### src/rtl/gray_seq_ctrl.sv
// rtl/gray_seq_ctrl.sv - gray-code step sequencer with prescaler, one-shot and continuous modes
module gray_seq_ctrl (
    input  logic       clk,
    input  logic       rst,
    input  logic       start,
    input  logic       stop,
    input  logic       clear,
    input  logic       mode,
    input  logic [3:0] target,
    input  logic [1:0] div,
    output logic [3:0] count_out,
    output logic       trig,
    output logic       busy,
    output logic       done,
    output logic       wrap
);

    typedef enum logic {IDLE, RUN} state_t;

    state_t     state, state_next;
    logic [3:0] bin, bin_next;
    logic [3:0] target_q, target_next;
    logic       mode_q, mode_next;
    logic [1:0] div_q, div_next;
    logic [1:0] pre, pre_next;
    logic       done_next, wrap_next;
    logic [3:0] bin_inc, gray_inc;

    always_ff @(posedge clk or negedge rst) begin
        if (!rst) begin
            state    <= IDLE;
            bin      <= 4'd0;
            pre      <= 2'd0;
            target_q <= 4'd0;
            mode_q   <= 1'b0;
            div_q    <= 2'd0;
            done     <= 1'b0;
            wrap     <= 1'b0;
        end else begin
            state    <= state_next;
            bin      <= bin_next;
            pre      <= pre_next;
            target_q <= target_next;
            mode_q   <= mode_next;
            div_q    <= div_next;
            done     <= done_next;
            wrap     <= wrap_next;
        end
    end

    always_comb begin
        state_next  = state;
        bin_next    = bin;
        pre_next    = pre;
        target_next = target_q;
        mode_next   = mode_q;
        div_next    = div_q;
        done_next   = 1'b0;
        wrap_next   = 1'b0;

        bin_inc   = bin + 4'd1;
        gray_inc  = bin_inc ^ (bin_inc >> 1);
        count_out = bin ^ (bin >> 1);
        busy      = (state == RUN);
        trig      = (state == RUN) && (pre == div_q);

        case (state)
            IDLE: begin
                if (clear)
                    bin_next = 4'd0;
                if (start && !stop) begin
                    state_next  = RUN;
                    target_next = target;
                    mode_next   = mode;
                    div_next    = div;
                    pre_next    = 2'd0;
                end
            end
            RUN: begin
                // stop wins over a pending step: bin is held and no pulses fire
                if (stop) begin
                    state_next = IDLE;
                end else if (trig) begin
                    pre_next  = 2'd0;
                    bin_next  = bin_inc;
                    wrap_next = (bin == 4'hF);
                    // comparing the post-step value makes a start-equals-target run a full lap
                    if (!mode_q && (gray_inc == target_q)) begin
                        done_next  = 1'b1;
                        state_next = IDLE;
                    end
                end else begin
                    pre_next = pre + 2'd1;
                end
            end
            default: state_next = IDLE;
        endcase
    end

endmodule

### config.mk
export PLATFORM = sky130hd
export DESIGN_NAME = gray_seq_ctrl
export DESIGN_NICKNAME = d
export VERILOG_FILES = /design/src/rtl/gray_seq_ctrl.sv
export SDC_FILE = /design/constraint.sdc
export NUM_CORES = 1
export LEC_CHECK = 0
export ABC_AREA = 1
export ABC_CLOCK_PERIOD_IN_PS = 1650
export CAP_MARGIN = 25
export CORE_MARGIN = 2
export CORE_UTILIZATION = 26
export CTS_CLUSTER_SIZE = 24
export DETAILED_ROUTE_END_ITERATION = 10
export PLACE_DENSITY_LB_ADDON = 0.1
export SYNTH_ARGS = -nofsm -noshare
export SYNTH_HDL_FRONTEND = slang
export SYNTH_SLANG_ARGS = --single-unit
### constraint.sdc
create_clock -name clk -period 1.65 [get_ports clk]
set_clock_uncertainty 0.15 [all_clocks]
set_input_delay 0.33 -clock clk [delete_from_list [all_inputs] [get_ports clk]]
set_output_delay 0.33 -clock clk [all_outputs]
set_load 0.01 [all_outputs]
==> flow_summary.json <==
{
  "layout_setup_ws_ns": -0.03518,
  "cts_buffer_depth": 2,
  "antenna_left": 0,
  "final_cell_area_um2": 1370,
  "total_leakage_power_nw": 0.7052,
  "arrival_ns": 1.73,
  "drc": 0,
  "fin_crit_sh_pct": 102.1,
  "synth_top_area_share_pct": 45.65,
  "overflow": 0,
  "hold_path_class": "input pin to asynchronous set/reset pin",
  "syn_inst": 105,
  "power_density_nw_per_um2": 896.6,
  "grt_antenna_before_repair": 0,
  "numCtsBuffers": 3,
  "dr.pass1.iters": 4,
  "cp_max_fo": 4,
  "violations": "negative setup slack",
  "yosys_warnings": 0,
  "drtIter0Drc": 25,
  "grt_max_degree": 17,
  "cts_sinks": 16,
  "cap_violations": 0,
  "clock.fmax_mhz": 593.4,
  "insertedDiodeCount": 0,
  "worstMarginPinSlew_ns": 0.3096,
  "fin_crit_ns": 1.685,
  "start_util_pct": 26.70,
  "fillers": 346,
  "post_dp_cell_area_um2": 1237,
  "finalHoldViolCount": 0,
  "drv_slew": 0,
  "grt_pass1_wl_um": 3353,
  "relSlewSlack_pct": 79.14,
  "via_per_inst": 4.057,
  "wl_per_cell_um": 9.886,
  "wirelength_um": 1908,
  "io_pins": 20,
  "clk-insertion-delay-late_ns": 0.29,
  "grt.busiest_layer": "met2",
  "die_x_um": 62.08,
  "met2_usage_pct": 19.05,
  "die_height_um": 62.08,
  "nets": 163,
  "cts_tree": "yes",
  "io_buffers": 19,
  "clk_pin_slew_ns": 0.09,
  "finalCoreUtilization_pct": 41.71,
  "status": "finished with violations",
  "worst_setup_path_start_kind": "flip-flop",
  "timing_worst_setup_path_type": "flip-flop to flip-flop",
  "synthDistinctLibCells": 22,
  "dr_total_vias": 783,
  "mappedNetlistArea_um2": 877.1,
  "vdd_ir_drop_max_mv": 0.4408,
  "postSynthAreaPerCell_um2": 8.353,
  "core-area_um2": 3284,
  "synth_area_leaders": "dfrtp_1 46%, nand2_1 11%, inv_1 6.0%",
  "ys_seq_area_share_pct": 45.65,
  "end_kind": "flip-flop",
  "setup_viol": 4,
  "grt_pass1_vias": 733,
  "root_buffer": "clkbuf_4",
  "rsz0062_at_grt": "yes",
  "dp_hpwl_um": 1446,
  "met3_usage_pct": 3.727,
  "drive_above_1_share_pct": 33.33,
  "synth_area_leader_cell": "dfrtp_1",
  "ys_ff_latch": 16,
  "rows": 21,
  "cp.required_ns": 1.69,
  "track_usage_pct": 12.33,
  "use_met1_pct": 16.65,
  "synth_nets": 120,
  "dieArea_um2": 3854,
  "htree_levels": 1,
  "area_growth_pct": 56.21,
  "gp_congestion": 0.7443
}
## stage by stage
| step | cells | setup slack [ns] | total power, mW | TNS (ns) | hold WS (ns) |
|---|---|---|---|---|---|
| 6_report | 193 | -0.03518 | 1.228 | -0.09760 | 0.2039 |
| 5_1_grt | 193 | -0.1253 | 1.338 | -0.4958 | 0.1985 |
| 4_1_cts | 193 | -0.1453 | 1.232 | -0.2187 | 0.2088 |
| 3_5_place_dp | 183 | -0.1420 | 0.9049 | -0.4195 | 0.3737 |
| 3_3_place_gp | 183 | -0.1091 | 0.9000 | -0.4523 | 0.3570 |
| 2_1_floorplan | 105 | 0.06919 | 0.7277 | 0 | -0.1156 |
## sequential cells by signal, summed over array words and instances (netlist names)
| register | count |
|---|---|
| done | 1 |
| bin | 4 |
| target_q | 4 |
| pre | 2 |
| mode_q | 1 |
| busy | 1 |
| wrap | 1 |
| div_q | 2 |
## power breakdown
part           internal (mW)  leakage [nW]  total [mW]  switching, mW
clock                  0.134        0.0210       0.258          0.124
sequential             0.450         0.200       0.495         0.0452
combinational          0.257         0.484       0.475          0.218
total                  0.841         0.705        1.23          0.387
## synth_stat cells
| cell type | n |
|---|---|
| buf_4 | 1 |
| nand2_1 | 26 |
| inv_1 | 14 |
| nand2_4 | 1 |
| ha_1 | 3 |
| buf_2 | 1 |
| mux2_2 | 2 |
| o21ai_0 | 3 |
| a21oi_1 | 5 |
| nor2_1 | 6 |
| nand2_2 | 1 |
| xnor2_1 | 1 |
| xnor2_2 | 1 |
| xor2_1 | 1 |
| dfrtp_1 | 16 |
| nand3_1 | 8 |
| nand4_1 | 3 |
| inv_2 | 2 |
| nor2_2 | 2 |
| nor2_4 | 1 |
| o21ai_1 | 4 |
| nand3_2 | 3 |
## worst max-delay path: stages, from the launching register on
cell,delay (ns)
dfrtp_1,0.40
buf_6,0.12
ha_4,0.29
buf_6,0.11
xnor2_4,0.11
xor2_1,0.19
nand3_2,0.11
nand2_1,0.07
inv_1,0.04
## repair_timing
action                     CTS  global route
pin swaps                    5             5
buffers inserted             6             0
setup endpoints to repair    7             8
hold buffers                 0             0
resized for setup           25             9
## worst paths after layout
kind                            startpoint      to  slack [ns]  cells past startpoint
worst max-delay path                bin[1]    busy       -0.04                      8
worst max register to register      bin[1]    busy       -0.04                      8
min in group clk                    mode_q  mode_q        0.39                      2
worst min register to register      mode_q  mode_q        0.39                      2
max in group asynchronous              rst  pre[1]        0.96                      2
worst min-delay path                   rst    wrap        0.20                      2
## per-layer routing
metal | share of wire [%] | up-vias
met2 | 48 | 16
met1 | 46 | 343
li1 | - | 422
met5 | 0 | -
met3 | 5.6 | 2
met4 | 0.84 | 0
## cells by family (layout without fill, tap and decap cells)
family	count (synthesis)	after routing	synth area share, %
AO/OA/AOI/OAI	12	12	6.846
XOR/XNOR	3	3	3.853
adder cells (fa/ha/maj)	3	3	4.280
buffers and inverters	18	60	8.274
flip-flops	16	16	45.65
multiplexers	2	2	2.568
AND/OR/NAND/NOR	51	51	28.53
## cells in the final DEF, fill, tap and decap left out, drive strengths merged, types with 4 or more instances in the layout
cell,count
nor2,9
buf,25
a21oi,5
clkbuf,4
inv,16
o21ai,7
nand3,11
nand2,28
clkdlybuf4s50,11
dfrtp,16
## cell type report
type | count | area (um2) | share of cell area [%]
clock buffer | 4 | 36.28 | 2.648
inverter | 16 | 60.06 | 4.384
multi-input combinational | 71 | 457.9 | 33.42
sequential | 16 | 400.4 | 29.22
tap | 46 | 57.56 | 4.201
timing repair buffer | 40 | 357.8 | 26.12
Power figures use the tool's default switching activity.
